--- src/rtl/synapse_weight_streamer_if.sv ---
// Control, synapse-memory and accumulator signals of synapse_weight_streamer.
// slave: the streamer side. master: main_ctrl / memory / accumulator side.
interface synapse_weight_streamer_if #(
  parameter int NUM_INPUTS = 16,
  parameter int DATA_WIDTH = 8,
  parameter int ADDR_WIDTH = 10
);
  logic                  i_start;
  logic [NUM_INPUTS-1:0] i_spikes;
  logic [ADDR_WIDTH-1:0] i_base_addr;
  logic                  o_busy;
  logic                  o_done;
  logic                  o_mem_rd_en;
  logic [ADDR_WIDTH-1:0] o_mem_addr;
  logic [DATA_WIDTH-1:0] i_mem_rdata;
  logic                  o_clear;
  logic                  o_accumulate;
  logic [DATA_WIDTH-1:0] o_weight;

  modport slave (
    input  i_start, i_spikes, i_base_addr, i_mem_rdata,
    output o_busy, o_done, o_mem_rd_en, o_mem_addr, o_clear, o_accumulate, o_weight
  );

  modport master (
    output i_start, i_spikes, i_base_addr, i_mem_rdata,
    input  o_busy, o_done, o_mem_rd_en, o_mem_addr, o_clear, o_accumulate, o_weight
  );
endinterface

--- src/rtl/synapse_weight_streamer.sv ---
// Weight-fetch front end for the neuron accumulator: scans a latched spike bitmap
// lowest index first, one synapse read per set bit. Optional SPIKE_COUNT_EN adds o_spike_count.
module synapse_weight_streamer #(
  parameter  int NUM_INPUTS = 16,
  parameter  int DATA_WIDTH = 8,
  parameter  int ADDR_WIDTH = 10,
  localparam int IDX_WIDTH  = $clog2(NUM_INPUTS),
  localparam int CNT_W      = $clog2(NUM_INPUTS + 1)
) (
  input  logic                    clk,
  input  logic                    rst,
  synapse_weight_streamer_if.slave sw
`ifdef SPIKE_COUNT_EN
  ,
  output logic [CNT_W-1:0]        o_spike_count
`endif
);

  typedef enum logic [2:0] {IDLE, CLEAR, SCAN, DRAIN, DONE} state_t;

  state_t                state_q, state_d;
  logic [NUM_INPUTS-1:0] mask_q;
  logic [NUM_INPUTS-1:0] mask_rest;
  logic [ADDR_WIDTH-1:0] base_q;
  logic [IDX_WIDTH-1:0]  idx;
  logic                  start_acc;
  logic                  rd_en;
  logic                  acc_q;

  // Lowest set bit wins: scanning downward leaves the smallest index last.
  always_comb begin
    idx = '0;
    for (int i = NUM_INPUTS - 1; i >= 0; i--)
      if (mask_q[i]) idx = IDX_WIDTH'(i);
  end

  assign mask_rest = mask_q & (mask_q - NUM_INPUTS'(1));
  assign start_acc = (state_q == IDLE) && sw.i_start;
  assign rd_en     = (state_q == SCAN);

  always_comb begin
    state_d = state_q;
    case (state_q)
      IDLE:    if (sw.i_start) state_d = CLEAR;
      CLEAR:   state_d = (mask_q == '0) ? DONE : SCAN;
      SCAN:    if (mask_rest == '0) state_d = DRAIN;
      DRAIN:   state_d = DONE;
      DONE:    state_d = IDLE;
      default: state_d = IDLE;
    endcase
  end

  always_ff @(posedge clk or posedge rst) begin
    if (rst) begin
      state_q <= IDLE;
      mask_q  <= '0;
      base_q  <= '0;
      acc_q   <= 1'b0;
    end else begin
      state_q <= state_d;
      acc_q   <= rd_en;
      if (start_acc) begin
        mask_q <= sw.i_spikes;
        base_q <= sw.i_base_addr;
      end else if (rd_en) begin
        mask_q <= mask_rest;
      end
    end
  end

  // Status decodes straight off the state register so reset drops them at once.
  assign sw.o_busy       = (state_q != IDLE);
  assign sw.o_done       = (state_q == DONE);
  assign sw.o_clear      = (state_q == CLEAR);
  assign sw.o_mem_rd_en  = rd_en;
  assign sw.o_mem_addr   = rd_en ? (base_q + ADDR_WIDTH'(idx)) : '0;
  assign sw.o_accumulate = acc_q;
  assign sw.o_weight     = sw.i_mem_rdata;

`ifdef SPIKE_COUNT_EN
  always_ff @(posedge clk or posedge rst) begin
    if (rst)            o_spike_count <= '0;
    else if (start_acc) o_spike_count <= '0;
    else if (rd_en)     o_spike_count <= o_spike_count + CNT_W'(1);
  end
`endif

endmodule
--- src/flat_wrapper.sv ---
// flat-port wrapper written by rule: the top's interface ports become plain ports
module synapse_weight_streamer_flat 
#(
  parameter  int NUM_INPUTS = 16,
  parameter  int DATA_WIDTH = 8,
  parameter  int ADDR_WIDTH = 10,
  localparam int IDX_WIDTH  = $clog2(NUM_INPUTS),
  localparam int CNT_W      = $clog2(NUM_INPUTS + 1)
)
  (clk, rst, sw_i_start, sw_i_spikes, sw_i_base_addr, sw_i_mem_rdata, sw_o_busy, sw_o_done, sw_o_mem_rd_en, sw_o_mem_addr, sw_o_clear, sw_o_accumulate, sw_o_weight);
  synapse_weight_streamer_if #(.NUM_INPUTS(NUM_INPUTS), .DATA_WIDTH(DATA_WIDTH), .ADDR_WIDTH(ADDR_WIDTH)) sw_i ();
  input  logic clk;
  input  logic rst;
  input wire logic [$bits(sw_i.i_start)-1:0] sw_i_start;
  input wire logic [$bits(sw_i.i_spikes)-1:0] sw_i_spikes;
  input wire logic [$bits(sw_i.i_base_addr)-1:0] sw_i_base_addr;
  input wire logic [$bits(sw_i.i_mem_rdata)-1:0] sw_i_mem_rdata;
  output wire logic [$bits(sw_i.o_busy)-1:0] sw_o_busy;
  output wire logic [$bits(sw_i.o_done)-1:0] sw_o_done;
  output wire logic [$bits(sw_i.o_mem_rd_en)-1:0] sw_o_mem_rd_en;
  output wire logic [$bits(sw_i.o_mem_addr)-1:0] sw_o_mem_addr;
  output wire logic [$bits(sw_i.o_clear)-1:0] sw_o_clear;
  output wire logic [$bits(sw_i.o_accumulate)-1:0] sw_o_accumulate;
  output wire logic [$bits(sw_i.o_weight)-1:0] sw_o_weight;
  assign sw_i.i_start = sw_i_start;
  assign sw_i.i_spikes = sw_i_spikes;
  assign sw_i.i_base_addr = sw_i_base_addr;
  assign sw_i.i_mem_rdata = sw_i_mem_rdata;
  assign sw_o_busy = sw_i.o_busy;
  assign sw_o_done = sw_i.o_done;
  assign sw_o_mem_rd_en = sw_i.o_mem_rd_en;
  assign sw_o_mem_addr = sw_i.o_mem_addr;
  assign sw_o_clear = sw_i.o_clear;
  assign sw_o_accumulate = sw_i.o_accumulate;
  assign sw_o_weight = sw_i.o_weight;
  synapse_weight_streamer #(.NUM_INPUTS(NUM_INPUTS), .DATA_WIDTH(DATA_WIDTH), .ADDR_WIDTH(ADDR_WIDTH)) u_core (.clk(clk), .rst(rst), .sw(sw_i));
endmodule
--- config.mk ---
export PLATFORM = sky130hd
export DESIGN_NAME = synapse_weight_streamer_flat
export DESIGN_NICKNAME = d
export VERILOG_FILES = /design/src/rtl/synapse_weight_streamer_if.sv /design/src/rtl/synapse_weight_streamer.sv /design/src/flat_wrapper.sv
export SDC_FILE = /design/constraint.sdc
export NUM_CORES = 1
export LEC_CHECK = 0
export BUFFER_PORTS_ARGS = -buffer_cell sky130_fd_sc_hd__buf_2
export CAP_MARGIN = 20
export CORE_UTILIZATION = 53
export CTS_BUF_LIST = sky130_fd_sc_hd__clkbuf_4 sky130_fd_sc_hd__clkbuf_8
export CTS_CLUSTER_SIZE = 40
export DETAILED_ROUTE_END_ITERATION = 8
export GPL_ROUTABILITY_DRIVEN = 1
export PLACE_DENSITY_LB_ADDON = 0.3
export SLEW_MARGIN = 5
export SYNTH_ARGS = -nofsm -noshare
export SYNTH_HDL_FRONTEND = slang
export SYNTH_SLANG_ARGS = --single-unit
export TNS_END_PERCENT = 50
--- constraint.sdc ---
create_clock -name clk -period 3.9 [get_ports clk]
set_input_delay 0.78 -clock clk [delete_from_list [all_inputs] [get_ports clk]]
set_output_delay 0.78 -clock clk [all_outputs]
set_load 0.005 [all_outputs]
After elaboration in Yosys (flattened, before gate mapping)
Cells that the tools add are included.
{"block": "totals", "output_inout_bits": 23, "reg_bits": 30}
{"block": "op_classes", "reduce_logical": 7, "n_eq_ne": 6, "muxes": 23, "n_bitwise": 1, "add_sub_neg": 2}
{"op": "$mux 4", "n": 16}
{"op": "$logic_not 16->1", "n": 2}
{"op": "$mux 16", "n": 2}
{"op": "$and 16x16->16", "n": 1}
{"op": "$sub 16x1->16 const B", "n": 1}
{"op": "$pmux 3 s4", "n": 1}
{"op": "$add 10x4->10", "n": 1}
{"op": "$mux 10", "n": 1}
{"op": "$mux 3", "n": 3}
{"op": "$eq 3x2->1 const B", "n": 2}
{"op": "$ne 2x2->1 const B", "n": 2}
{"op": "$eq 3x1->1 const B", "n": 1}
{"op": "$eq 3x3->1 const B", "n": 1}
{"op": "$logic_not 3->1", "n": 1}
{"op": "$reduce_bool 3->1", "n": 1}
{"op": "$reduce_and 2->1", "n": 1}
{"op": "$reduce_bool 2->1", "n": 1}
{"op": "$logic_and 1x1->1", "n": 1}

Depth between registers and ports, before layout
{"block": "depth", "ltp_word": 18, "depth_mapped": 14, "ltp_nobuf": 14}

Least setup slack after synthesis
No wires, ideal clock.
{"block": "synth_path", "path_type": "reg-to-output", "from": "reg u_core.mask_q[15]", "to": "out sw_o_mem_addr[6]", "stages_incl_launch_ff": 15, "t_arrival_ps": 2454, "path_slack_ps": 666, "cell_sequence": "dfrtp_1 > nor2b_1 > o21bai_1 > a21oi_1 > o21ai_0 > a2111oi_0 > a211o_1 > ha_1 > fa_1 > a21o_1 > a21oi_1 > nor2b_1 > nand2_1 > xor2_1 > nor2_1"}
{"block": "synth_between", "elab_chain_cells": 18}
{"item": "start, declared", "line": "synapse_weight_streamer.sv:22", "text": "logic [NUM_INPUTS-1:0] mask_q;"}
{"item": "start signal, assigned", "line": "synapse_weight_streamer.sv:63", "text": "mask_q <= sw.i_spikes;"}
{"item": "start signal, assigned", "line": "synapse_weight_streamer.sv:66", "text": "mask_q <= mask_rest;"}
{"item": "$mux 4 (16 in series)", "line": "synapse_weight_streamer.sv:34", "text": "if (mask_q[i]) idx = IDX_WIDTH'(i);"}
{"item": "$add 10x4->10", "line": "synapse_weight_streamer.sv:76", "text": "assign sw.o_mem_addr = rd_en ? (base_q + ADDR_WIDTH'(idx)) : '0;"}
{"item": "$mux 10", "line": "synapse_weight_streamer.sv:76"}
{"item": "end, declared", "line": "flat_wrapper.sv:21", "text": "output wire logic [$bits(sw_i.o_mem_addr)-1:0] sw_o_mem_addr;"}
Every way passes these cells.

Worst setup path in the final report
{"block": "layout_path", "from": "reg u_core.mask_q[15]", "to": "out sw_o_mem_addr[8]"}
Same word-level chain as after synthesis.

==> metrics.yaml <==
clocking:
  cts_hold_buf: 0
  insertion_delay_ns: 0.33
  h-tree-depth: 2
  cts.sinks: 30
  numCtsBuffers: 5
  clk_pin_slew_ns: 0.09
  cts_tree: "yes"
  cts-root-buf: "clkbuf_4"
  cts_max_path_buffers: 2
critical_path:
  critical_path_buf_inv_count: 1
  cp_slowest_stage_delay_ns: 0.43
  cpMaxStageDelayCell: "dfrtp_2"
  required_ns: 3.12
  critPathArrivalTime_ns: 3.00
  cpLargestDelayFamily: "compound AO/OA/AOI/OAI gates"
  rrSetupSlack_ns: 1.77
  startpoint_type: "register"
  path_class: "reg -> out"
  crit_fanout: 3
  cp_cell_sequence: "nor2b_1, o21bai_1, a21oi_1, o21ai_1, a2111oi_2, a211o_1, ha_2, fa_2, a21o_1, a21oi_2, nor2b_2, nand2_1, xor2_1, nor2_1, buf_2"
  endpoint_kind: "primary output"
finish:
  final_cell_area_sq_um: 2250
  num_antenna_cells: 0
  syn_to_final_growth_pct: 15.9
  finalNonFillerCells: 313
  nets: 308
  mostFrequentLayoutCell: "nand2_1"
  layout_common_cells: "47 x nand2_1, 43 x buf_2, 27 x dfrtp_1"
  drive_gt1_share_pct: 30.3
route:
  firstDrtPassIters: 4
  vias: 1746
  antenna_left: 0
  drc: 0
  wl_per_cell_um: 13.7
  via_per_inst: 5.58
  routed_wl_um: 4300
  drtIter0Drc: 105
die:
  fp.dieW_um: 62.6
  core_sq_um: 3420
  initial_utilization_pct: 56.9
  die_height_um: 62.6
  placementRows: 21
  pin_count: 60
  die_area_sq_um: 3910
timing:
  fin_skew_ns: 0.0119
  setup_slack_ns: 0.124
  tightestPinTransition_ns: 0.957
  period_needed_ns: 3.78
  holdWs_ns: 0.491
  fin_setup_tns_ns: 0
  min_period_over_period_pct: 96.8
  clock.fmax_mhz: 265
  final_hold_viol_count: 0
  slew_violations: 0
  setup_viol: 0
  slew_headroom_pct: 36.2
yosys:
  ys_ff_latch: 30
  ys_types: 45
  yosysSeqAreaShare_pct: 38.6
  syn-instance-count: 227
  synth_nets: 269
  avgSynthCellArea_sq_um: 8.56
  synth_area_sq_um: 1940
  ys_warn_count: 0
worst_hold_path:
  holdCritPathClass: "reg -> reg"
global_routing:
  grt_pass1_wl_um: 7220
  grt_pass1_vias: 1665
  antenna_found_initial: 0
  grt_use_total_pct: 23.3
  overflow: 0
  grt_max_degree: 31
placed_design:
  dpl.hpwl_um: 2930
  pre_cts_slack_ns: 0.278
  placed_cells: 298
  numPortBuffers: 43
  gp_congestion: 0.825
  post_dp_cell_area_sq_um: 2090
flow_run:
  maxCapViolCount: 0
outcome:
  status: "complete, no violations"
pwr:
  power_density_nw_per_um2: 880
  max-vdd-ir-drop_mv: 0.454
  p_leak_nw: 1.12
[per-layer routing]
metal,GRT usage [%],routed length (um)
met4,10.2,56
met1,28.8,1900
met2,39.0,2130
met5,0,0
met3,5.11,209
[path summary, 6_finish.rpt]
kind | cells past startpoint | to | from
max | 15 | sw_o_mem_addr[8] | u_core.mask_q[15]
min | 2 | u_core.base_q[3] | u_core.base_q[3]
max reg2reg | 5 | u_core.mask_q[12] | u_core.state_q[0]
min reg2reg | 2 | u_core.base_q[3] | u_core.base_q[3]
max in group asynchronous | 3 | u_core.mask_q[12] | rst
min in group asynchronous | 3 | u_core.state_q[2] | rst
[kinds of logic (layout without fill, tap and decap cells)]
logic type / Yosys count / after routing / synth area share (%)
adder cells (fa/ha/maj): 7 / 7 / 4.64
XOR/XNOR: 7 / 7 / 3.16
flip-flops: 30 / 30 / 38.6
buffers and inverters: 26 / 66 / 8.37
AO/OA/AOI/OAI: 60 / 60 / 20.4
AND/OR/NAND/NOR: 97 / 97 / 24.8
[where the power goes]
part           switching (mW)  internal (mW)  total [mW]
clock network           0.109         0.0943       0.203
logic                   0.575          0.528        1.10
registers               0.226          0.451       0.677
total                   0.910           1.07        1.98
[cell usage after synthesis (all sizes together)]
cell type      n  share of area (%)
a211o          1               0.45
and3           5                1.7
dfrtp         30                 39
nand2b         4                1.3
o31ai          2               0.77
o2111ai        2               0.90
a21oi         10                2.8
or4            1               0.58
and2           2               0.71
nor2b          4                1.3
nand2         49                9.7
a21o           2               0.77
a22o          14                6.3
a21boi         1               0.39
buf           13                5.3
nor3b          2               0.77
o32ai          1               0.45
nand4          1               0.32
o21bai         1               0.39
o22ai          1               0.32
o21a           1               0.39
xor2           6                2.7
or3            1               0.32
clkbuf         6                1.3
maj3           2                1.0
a211oi         1               0.39
fa             1                1.0
nor3           8                2.1
inv            6                1.2
o21ai         22                5.7
nor2          15                2.9
ha             4                2.6
nor4           5                3.2
a2111oi        1               0.45
dlymetal6s2s   1               0.64
xnor2          1               0.45
[worst reg2reg max path, delay by kind of cell (launching register included)]
kind,cells,cell delay (ns)
DFF,1,0.45
AOI/OAI and AO/OA,2,0.43
and+or+nand+nor,3,1.13
[flip-flops by register name, indices dropped and copies added, names as in the netlist]
register and count:
u_core.base_q 10, u_core.sw.o_accumulate 1, u_core.state_q 3, u_core.mask_q 16
[metrics by stage]
step	total power [mW]	util, %
3_5_place_dp	1.66	61.2
2_1_floorplan	1.42	-
6_report	1.98	65.9
4_1_cts	1.91	63.9
5_1_grt	2.17	65.9
3_3_place_gp	1.64	61.2
[cell type report]
type | instances | area [sq um]
multi-input cells | 171 | 1070
inverters | 6 | 22.5
repair buffers | 52 | 283
fillers | 317 | 1160
flip-flops and latches | 30 | 754
well taps | 46 | 57.6
clock inverters | 1 | 5.00
clock buffers | 7 | 58.8
[timing repair]
item / 4_1_cts / 5_1_grt
hold endpoints to repair: 0 / 0
endpoints found under the setup margin: 3 / 6
cloned: 0 / 0
gates resized for setup: 3 / 13
setup buffers: 3 / 4
pin swaps: 0 / 7
No activity file was read; power rests on OpenSTA's default activity.
